$ cat config.mk
export PLATFORM = sky130hd
export DESIGN_NAME = pixel_block_scanner_flat
export DESIGN_NICKNAME = d
export VERILOG_FILES = /design/src/rtl/digit_pkg.sv /design/src/rtl/pixel_block_scanner_if.sv /design/src/rtl/block_row_buffer.sv /design/src/rtl/pixel_block_scanner.sv /design/src/flat_wrapper.sv
export SDC_FILE = /design/constraint.sdc
export NUM_CORES = 1
export LEC_CHECK = 0
export CELL_PAD_IN_SITES_DETAIL_PLACEMENT = 1
export CELL_PAD_IN_SITES_GLOBAL_PLACEMENT = 1
export CORE_MARGIN = 1.5
export CORE_UTILIZATION = 40
export DETAILED_ROUTE_END_ITERATION = 6
export DONT_BUFFER_PORTS = 1
export PLACE_DENSITY = 0.77
export SKIP_CTS_REPAIR_TIMING = 1
export SLEW_MARGIN = 20
export SYNTH_ARGS = -nofsm -noshare
export SYNTH_HDL_FRONTEND = slang
export SYNTH_SLANG_ARGS = --single-unit
$ cat constraint.sdc
create_clock -name clk -period 9.7 [get_ports clk]
set_input_delay 1.94 -clock clk [delete_from_list [all_inputs] [get_ports clk]]
set_output_delay 1.94 -clock clk [all_outputs]
set_load 0.1 [all_outputs]
$ cat src/rtl/digit_pkg.sv
// Shared canvas geometry and scanner state encoding.
package digit_pkg;

  localparam int unsigned SRC_W = 56;
  localparam int unsigned SRC_H = 56;
  localparam int unsigned BLK   = 2;
  localparam int unsigned OUT_W = SRC_W / BLK;
  localparam int unsigned OUT_H = SRC_H / BLK;

  typedef enum logic [1:0] {
    StIdle,
    StFetch,
    StEmit,
    StFinish
  } state_e;

endpackage

$ cat src/rtl/pixel_block_scanner_if.sv
// Block stream from the scanner to the downstream averager.
interface pixel_block_scanner_if #(
  parameter int unsigned PIX_W = digit_pkg::BLK * digit_pkg::BLK,
  parameter int unsigned IDX_W = $clog2(digit_pkg::OUT_W * digit_pkg::OUT_H)
);

  logic [PIX_W-1:0] blk_pixels;
  logic             blk_valid;
  logic             blk_ready;
  logic [IDX_W-1:0] blk_index;
  logic             blk_last;

  modport master (
    output blk_pixels,
    output blk_valid,
    output blk_index,
    output blk_last,
    input  blk_ready
  );

  modport slave (
    input  blk_pixels,
    input  blk_valid,
    input  blk_index,
    input  blk_last,
    output blk_ready
  );

endinterface

$ cat src/rtl/block_row_buffer.sv
// Holds BLK canvas rows and slices out the BLK x BLK block at a given block column.
module block_row_buffer #(
  parameter int unsigned SRC_W  = 56,
  parameter int unsigned BLK    = 2,
  parameter int unsigned COL_W  = 5,
  parameter int unsigned SLOT_W = 1
) (
  input  logic                 clk,
  input  logic                 wr_en,
  input  logic [SLOT_W-1:0]    wr_slot,
  input  logic [SRC_W-1:0]     wr_data,
  input  logic [COL_W-1:0]     rd_col,
  output logic [BLK*BLK-1:0]   rd_pix
);

  logic [SRC_W-1:0] rows_q [BLK];

  always_ff @(posedge clk) begin
    if (wr_en) begin
      rows_q[wr_slot] <= wr_data;
    end
  end

  for (genvar j = 0; j < BLK; j++) begin : g_row
    logic [SRC_W-1:0] win;
    assign win = rows_q[j] >> (rd_col * BLK);
    assign rd_pix[j*BLK +: BLK] = win[BLK-1:0];
  end

endmodule

$ cat src/rtl/pixel_block_scanner.sv
// Scans the canvas RAM row-pair by row-pair and streams BLK x BLK pixel blocks in raster order.
module pixel_block_scanner #(
  parameter int unsigned  SRC_W = digit_pkg::SRC_W,
  parameter int unsigned  SRC_H = digit_pkg::SRC_H,
  parameter int unsigned  BLK   = digit_pkg::BLK,
  localparam int unsigned AW    = (SRC_H > 1) ? $clog2(SRC_H) : 1
) (
  input  logic                  clk,
  input  logic                  reset,
  input  logic                  start,
  output logic                  busy,
  output logic                  rd_en,
  output logic [AW-1:0]         rd_addr,
  input  logic [SRC_W-1:0]      rd_data,
  output logic                  done,
  pixel_block_scanner_if.master blk
);

  import digit_pkg::*;

  localparam int unsigned OUT_W = SRC_W / BLK;
  localparam int unsigned OUT_H = SRC_H / BLK;
  localparam int unsigned NBLK  = OUT_W * OUT_H;
  localparam int unsigned IW    = (NBLK > 1) ? $clog2(NBLK) : 1;
  localparam int unsigned CW    = (OUT_W > 1) ? $clog2(OUT_W) : 1;
  localparam int unsigned RW    = (OUT_H > 1) ? $clog2(OUT_H) : 1;
  localparam int unsigned SW    = (BLK > 1) ? $clog2(BLK) : 1;
  localparam int unsigned KW    = $clog2(BLK + 2);

  localparam logic [CW-1:0] LAST_C   = CW'(OUT_W - 1);
  localparam logic [RW-1:0] LAST_R   = RW'(OUT_H - 1);
  localparam logic [IW-1:0] LAST_IDX = IW'(NBLK - 1);
  localparam logic [KW-1:0] LAST_RD  = KW'(BLK - 1);
  localparam logic [KW-1:0] LOAD_K   = KW'(BLK + 1);

  state_e           state_q;
  logic [RW-1:0]    r_q;
  logic [CW-1:0]    c_q;
  logic [CW-1:0]    col_sel;
  logic [KW-1:0]    k_q;
  logic [IW-1:0]    nidx_q;
  logic             hs;
  logic             wr_en;
  logic [SW-1:0]    wr_slot;
  logic [BLK*BLK-1:0] buf_pix;

  assign hs      = blk.blk_valid & blk.blk_ready;
  // Read data trails the strobe by one cycle, so slot k-1 lands while k = 1..BLK.
  assign wr_en   = (state_q == StFetch) && (k_q != '0) && (k_q <= KW'(BLK));
  assign wr_slot = SW'(k_q - 1'b1);
  // Look one column ahead on a mid-row handshake so back-to-back blocks need no bubble.
  assign col_sel = (state_q == StEmit && hs && c_q != LAST_C) ? c_q + 1'b1 : c_q;

  block_row_buffer #(
    .SRC_W  (SRC_W),
    .BLK    (BLK),
    .COL_W  (CW),
    .SLOT_W (SW)
  ) u_row_buffer (
    .clk     (clk),
    .wr_en   (wr_en),
    .wr_slot (wr_slot),
    .wr_data (rd_data),
    .rd_col  (col_sel),
    .rd_pix  (buf_pix)
  );

  always_ff @(posedge clk or negedge reset) begin
    if (!reset) begin
      state_q        <= StIdle;
      r_q            <= '0;
      c_q            <= '0;
      k_q            <= '0;
      nidx_q         <= '0;
      busy           <= 1'b0;
      rd_en          <= 1'b0;
      rd_addr        <= '0;
      done           <= 1'b0;
      blk.blk_valid  <= 1'b0;
      blk.blk_pixels <= '0;
      blk.blk_index  <= '0;
      blk.blk_last   <= 1'b0;
    end else begin
      unique case (state_q)
        StIdle: begin
          if (start) begin
            state_q <= StFetch;
            busy    <= 1'b1;
            r_q     <= '0;
            c_q     <= '0;
            k_q     <= '0;
            nidx_q  <= '0;
            rd_en   <= 1'b1;
            rd_addr <= '0;
          end
        end
        StFetch: begin
          k_q <= k_q + 1'b1;
          if (k_q == LAST_RD) begin
            rd_en <= 1'b0;
          end else if (rd_en) begin
            rd_addr <= rd_addr + 1'b1;
          end
          if (k_q == LOAD_K) begin
            state_q        <= StEmit;
            blk.blk_valid  <= 1'b1;
            blk.blk_pixels <= buf_pix;
            blk.blk_index  <= nidx_q;
            blk.blk_last   <= (nidx_q == LAST_IDX);
          end
        end
        StEmit: begin
          if (hs) begin
            nidx_q <= nidx_q + 1'b1;
            if (c_q == LAST_C) begin
              c_q           <= '0;
              blk.blk_valid <= 1'b0;
              blk.blk_last  <= 1'b0;
              if (r_q == LAST_R) begin
                state_q <= StFinish;
                busy    <= 1'b0;
                done    <= 1'b1;
              end else begin
                state_q <= StFetch;
                r_q     <= r_q + 1'b1;
                k_q     <= '0;
                rd_en   <= 1'b1;
                rd_addr <= AW'(32'(r_q + 1'b1) * BLK);
              end
            end else begin
              c_q            <= c_q + 1'b1;
              blk.blk_pixels <= buf_pix;
              blk.blk_index  <= nidx_q + 1'b1;
              blk.blk_last   <= ((nidx_q + 1'b1) == LAST_IDX);
            end
          end
        end
        StFinish: begin
          done    <= 1'b0;
          state_q <= StIdle;
        end
        default: state_q <= StIdle;
      endcase
    end
  end

endmodule
$ cat src/flat_wrapper.sv
// flat-port wrapper written by rule: the top's interface ports become plain ports
module pixel_block_scanner_flat import digit_pkg::*;
#(
  parameter int unsigned  SRC_W = digit_pkg::SRC_W,
  parameter int unsigned  SRC_H = digit_pkg::SRC_H,
  parameter int unsigned  BLK   = digit_pkg::BLK,
  localparam int unsigned AW    = (SRC_H > 1) ? $clog2(SRC_H) : 1
)
  (clk, reset, start, busy, rd_en, rd_addr, rd_data, done, blk_blk_pixels, blk_blk_valid, blk_blk_index, blk_blk_last, blk_blk_ready);
  pixel_block_scanner_if blk_i ();
  input  logic clk;
  input  logic reset;
  input  logic start;
  output logic busy;
  output logic rd_en;
  output logic [AW-1:0] rd_addr;
  input  logic [SRC_W-1:0] rd_data;
  output logic done;
  output wire logic [$bits(blk_i.blk_pixels)-1:0] blk_blk_pixels;
  output wire logic [$bits(blk_i.blk_valid)-1:0] blk_blk_valid;
  output wire logic [$bits(blk_i.blk_index)-1:0] blk_blk_index;
  output wire logic [$bits(blk_i.blk_last)-1:0] blk_blk_last;
  input wire logic [$bits(blk_i.blk_ready)-1:0] blk_blk_ready;
  assign blk_blk_pixels = blk_i.blk_pixels;
  assign blk_blk_valid = blk_i.blk_valid;
  assign blk_blk_index = blk_i.blk_index;
  assign blk_blk_last = blk_i.blk_last;
  assign blk_i.blk_ready = blk_blk_ready;
  pixel_block_scanner #(.SRC_W(SRC_W), .SRC_H(SRC_H), .BLK(BLK)) u_core (.clk(clk), .reset(reset), .start(start), .busy(busy), .rd_en(rd_en), .rd_addr(rd_addr), .rd_data(rd_data), .done(done), .blk(blk_i));
endmodule
# --- Word level (Yosys, flattened, before mapping) ---
# Memory sizes are Yosys's and may differ from the RTL's.
# Cells that the tools add are included.
# Widths: inputs -> output; s select.
word_totals:
  regBits: 49
  latchBits: 0
  ram_bits: 112
  mem_bits_ro: 0
  word_cells: 128
  memories: 1
mem_list:
  columns: ["memory", "words", "word_bits", "read_ports", "rd_ports_with_merged_regs", "write_ports", "line_no", "rtl"]
  rows:
  - ["u_core.u_row_buffer.rows_q", 2, 56, 2, 0, 1, "block_row_buffer.sv:16", "logic [SRC_W-1:0] rows_q [BLK];"]
op_classes:
  n_addsub: 7
  n_mul: 0
  div_mod_pow: 0
  magnitude_cmp: 1
  eq_ne: 20
  shift: 2
  muxes: 62
  bitwise: 1
  reduce_logical: 21
ops:
  columns: ["op", "count"]
  rows:
  - ["$shr 56x6->2", 2]
  - ["$mux 10", 5]
  - ["$pmux 10 s2", 2]
  - ["$mux 6", 6]
  - ["$mux 5", 7]
  - ["$eq 10x10->1 const B", 2]
  - ["$pmux 5 s2", 2]
  - ["$mux 1", 19]
  - ["$mux 2", 9]
  - ["$pmux 6 s3", 1]
  - ["$ne 2x2->1 const B", 8]
  - ["$reduce_and 4->1", 4]
  - ["$add 5x1->5 const B", 3]
  - ["$reduce_and 5->1", 3]
  - ["$mux 4", 3]
  - ["$add 10x1->10 const B", 1]
  - ["$eq 5x5->1 const B", 2]
  - ["$pmux 1 s2", 4]
  - ["$pmux 2 s4", 1]
  - ["$pmux 4 s2", 1]
  - ["$reduce_bool 2->1", 4]
  - ["$reduce_and 7->1", 1]
  - ["$add 6x1->6 const B", 1]
  - ["$eq 2x2->1 const B", 3]
  - ["other kinds (14)", 20]

# --- Depth between registers and ports, before layout ---
depth:
  depth_word: 8
  mapped_depth: 11
  depth_no_buf: 8

# --- Hierarchy ---
# From an unflattened synthesis, not the netlist that was laid out.
hier_totals:
  cells_unflattened: 504
  area_unflattened_um2: 7303.3
modules_own_cells:
  columns: ["module", "instances", "cells_per_inst", "area_per_inst_um2", "seq_area_each_um2"]
  rows:
  - ["block_row_buffer", 1, 183, 4369.2, 3363.2]
  - ["pixel_block_scanner", 1, 321, 2934.1, 1226.2]

# --- Worst setup path after synthesis ---
# Ideal clock, no wire load.
synth_timing:
  path_kind: "reg2reg"
  start: "reg u_core.state_q[1]"
  end: "mem u_core.u_row_buffer.rows_q[0][0] (enable)"
  setup_time_ps: 539
  arrival_ps: 4875
  required_time_ps: 9161
  path_slack_ps: 4286
  stages_incl_launch_ff: 6
  n_path_buf: 1
  synth_period_minus_slack_ps: 5414
  cell_sequence: "dfrtp_1 > inv_1 > ha_1 > clkbuf_1 > nand2b_1 > nor3_1"
synth_between:
  elab_chain_cells: 5
synth_rtl:
  columns: ["item", "line_no", "rtl"]
  rows:
  - ["start: declaration", "pixel_block_scanner.sv:36", "state_e state_q;"]
  - ["start signal: assignment", "pixel_block_scanner.sv:70", "state_q <= StIdle;"]
  - ["start signal: assignment", "pixel_block_scanner.sv:87", "state_q <= StFetch;"]
  - ["start signal: assignment", "pixel_block_scanner.sv:105", "state_q <= StEmit;"]
  - ["$eq 2x1->1", "pixel_block_scanner.sv:49", "assign wr_en = (state_q == StFetch) && (k_q != '0) && (k_q <= KW'(BLK));"]
  - ["$logic_and 1x1->1 (2 in a row)", "pixel_block_scanner.sv:49", null]
  - ["$mux 1", "block_row_buffer.sv:19", "if (wr_en) begin"]
  - ["$mux 1 (not written as such)", "block_row_buffer.sv:20", "rows_q[wr_slot] <= wr_data;"]
  - ["end: declaration", "block_row_buffer.sv:16", null]
# Every way passes these cells.

# --- Final worst setup path ---
layout_timing:
  start: "reg u_core.c_q[1]"
  end: "reg u_core.blk.blk_pixels[1]"
layout_between:
  elab_chain_cells: 7
layout_rtl:
  columns: ["item", "line_no", "rtl"]
  rows:
  - ["start: declaration", "pixel_block_scanner.sv:38", "logic [CW-1:0] c_q;"]
  - ["start signal: assignment", "pixel_block_scanner.sv:131", "c_q <= c_q + 1'b1;"]
  - ["branches (longest 7 deep; another with $add 5x1->5)", null, null]
  - ["end signal: assignment", "pixel_block_scanner.sv:107", "blk.blk_pixels <= buf_pix;"]
  - ["end signal: assignment", "pixel_block_scanner.sv:132", "blk.blk_pixels <= buf_pix;"]
  - ["end: declaration", "pixel_block_scanner_if.sv:14", "output blk_pixels,"]
# Parallel ways; which one is timed is not known. The select of a mux whose other input is x is not followed.
# A chain may end at the register's enable or synchronous reset.

==> impl_metrics.yaml <==
clock_tree:
  htreeDepth: 4
  numCtsBuffers: 17
  insertion_delay_ns: 0.43
  root_buffer: "clkbuf_16"
  cts_tree: "done"
  clock_sinks: 161
  cts_buffer_depth: 2
  path_clk_slew_ns: 0.07
sta:
  max_slew_margin_pct: 24.8
  whs_ns: 0.527
  fin_crit_sh_pct: 45.5
  finalCriticalPeriod_ns: 4.41
  finalSetupViolations: 0
  worst_pin_slew_ns: 1.13
  fin_skew_ns: 0.00963
  fmax_mhz: 227
  layout_setup_ws_ns: 5.29
  rsz0062_at_grt: "no"
  final_max_slew_viol_count: 0
  finalSetupTns_ns: 0
  finalHoldViolCount: 0
critical_path:
  critPathArrivalTime_ns: 4.72
  crit_fanout: 24
  worstReg2RegStart: "u_core.c_q[1]"
  rr_worst_depth: 7
  critPathMaxStageDelay_ns: 1.07
  start_kind: "register"
  end_kind: "register"
  critPathKind: "reg -> reg"
  reg2reg_slack_ns: 5.29
  crit_chain: "ha_1 -> nand4b_1 -> a21oi_1 -> nor2_1 -> mux2_2 -> o211ai_1 -> a32oi_1"
  crit_start: "u_core.c_q[1]"
  required_ns: 10.00
  cp_slowest_cell: "a21oi_1"
synth:
  synth-seq-cells: 161
  synth_most_common_cell: "edfxtp_1"
  syn_avg_cell_area_um2: 11.8
  seq_area_frac_synth_pct: 58.9
  ys_types: 65
  synth_top_area_share_pct: 43.2
  yosysTopAreaCell: "edfxtp_1"
  synthCells: 661
  synth_commonest_cells: "edfxtp_1, nand2_1, o21ai_0"
  yosysWarnings: 0
  async_reset_ff_share_pct: 30.4
  ys.flop_type: "edfxtp_1"
  synth_area_mm2: 0.00779
  synth_edf_count: 112
  synthTopCellsByArea: "edfxtp_1, dfrtp_1, o21ai_0, nand2_1, nand3_1"
  syn_nets: 735
power:
  p_switching_mw: 1.04
  power_frac_seq_pct: 41.1
  clkPwrFrac_pct: 27.7
  ir_drop_mv: 0.202
  leakage_nw: 3.06
  switching_share_pct: 40.9
  p_comb_share_pct: 31.2
  p_int_mw: 1.50
  power_density_mw_per_mm2: 295
global_routing:
  grt_antenna_before_repair: 0
  first_global_vias: 5717
  grtUsageTotal_pct: 20.1
  grt_pass1_wl_mm: 31.0
  grt-ovfl-total: 0
  grt_start_max_net_pins: 57
drt:
  wl_mm: 19.6
  vias_per_cell: 5.90
  routed-via-count: 5401
  avgRoutedWirePerCell_um: 21.4
  drt_first_iter_violations: 285
  drc: 0
  detail-route-antenna-nets: 0
  dr.pass1.iters: 5
floorplanning:
  die_w_um: 143
  rows: 50
  io_pins: 85
  die-area_mm2: 0.0203
  start_util_pct: 41.2
  die_height_um: 143
  core_mm2: 0.0189
finish:
  syn2layout_area_growth_pct: 10.2
  nNetsFinal: 717
  final_core_util_pct: 45.4
  drive_above_1_share_pct: 10.2
  fin_area_mm2: 0.00858
  diodes: 0
  fill_cells: 1975
status:
  status: "finished clean"
min_path:
  holdCritStartpoint: "u_core.r_q[1]"
  hold_depth: 2
  hold_path_class: "reg -> reg"
placed_design:
  hpwlAfterDp_mm: 13.6
  io_buffers: 0
  placed_cell_area_mm2: 0.00796
  pre_cts_slack_ns: 4.55
  routabilityCongestion: 0.884
flow_run:
  max_cap_viol_count: 0
## cells in the final DEF (no fill, tap or decap), types with 16 or more instances in the layout
| master | Yosys | final |
|---|---|---|
| edfxtp_1 | 112 | 112 |
| nand2_1 | 66 | 66 |
| o21ai_0 | 59 | 59 |
| dfrtp_1 | 49 | 49 |
| nand3_1 | 41 | 40 |
| a21oi_1 | 27 | 27 |
| and3_1 | 25 | 25 |
| nor2_1 | 20 | 20 |
| clkbuf_16 | 0 | 17 |
| mux2i_1 | 16 | 16 |
## routing by layer
metal	vias up	share of wire [%]	routed length [um]	GRT usage, %
li1	2497	-	-	-
met1	2710	41	7940	22.8
met2	150	50	9750	34.4
met3	44	6.8	1340	6.63
met4	0	2.9	567	9.22
met5	-	0	0	0
## through the flow
stage / instances / power [mW]
detailed placement: 884 / 1.84
CTS: 916 / 2.55
floorplan: 661 / 1.63
global placement: 884 / 1.79
global route: 916 / 2.66
finish: 916 / 2.53
## power by group through the flow
stage | combinational, mW | sequential (mW) | clock [mW]
6_report | 0.791 | 1.04 | 0.703
4_1_cts | 0.793 | 1.04 | 0.713
2_1_floorplan | 0.604 | 1.03 | 0
3_3_place_gp | 0.740 | 1.05 | 0
3_5_place_dp | 0.786 | 1.06 | 0
5_1_grt | 0.875 | 1.05 | 0.736
## cell type report
| type | instances | area (um2) | area share (%) |
|---|---|---|---|
| clock buffer | 17 | 425 | 4.96 |
| clock inverter | 15 | 193 | 2.25 |
| inverter | 12 | 45.0 | 0.525 |
| multi-input combinational | 446 | 2970 | 34.6 |
| sequential | 161 | 4590 | 53.5 |
| tap | 260 | 325 | 3.79 |
| timing repair buffer | 5 | 37.5 | 0.437 |
## worst max-delay path, delay by kind of cell, from the launching register on
family | cells | cell delay (ns)
compound gates | 3 | 1.40
flops | 1 | 0.92
simple gates | 2 | 1.03
fa+ha+maj | 1 | 0.52
mux | 1 | 0.39
## final timing paths
check                                            to
setup / recovery           u_core.blk.blk_pixels[1]
hold / removal                        u_core.r_q[1]
setup reg to reg           u_core.blk.blk_pixels[1]
hold reg to reg                       u_core.r_q[1]
max in group asynchronous             u_core.k_q[1]
min in group asynchronous             u_core.c_q[1]
## cells by family after synthesis
logic type                 count (synthesis)  share of synthesized area [%]
buffers and inverters                     54                           3.17
AOI/OAI and AO/OA                        174                           14.7
adders and majority gates                 14                           2.25
muxes                                     33                           5.38
xor gates and xnor gates                  16                           1.80
and+or+nand+nor                          209                           13.8
DFF                                      161                           58.9
## flip-flops by register name, summed over array words and instances, names as in the netlist, 2 cells and up
register and flops:
u_core.blk.blk_index 10, u_core.blk.blk_pixels 4, u_core.c_q 5, u_core.k_q 2
u_core.nidx_q 10, u_core.r_q 5, u_core.rd_addr 6, u_core.state_q 2
u_core.u_row_buffer.rows_q 112
Power figures use the tool's default switching activity.
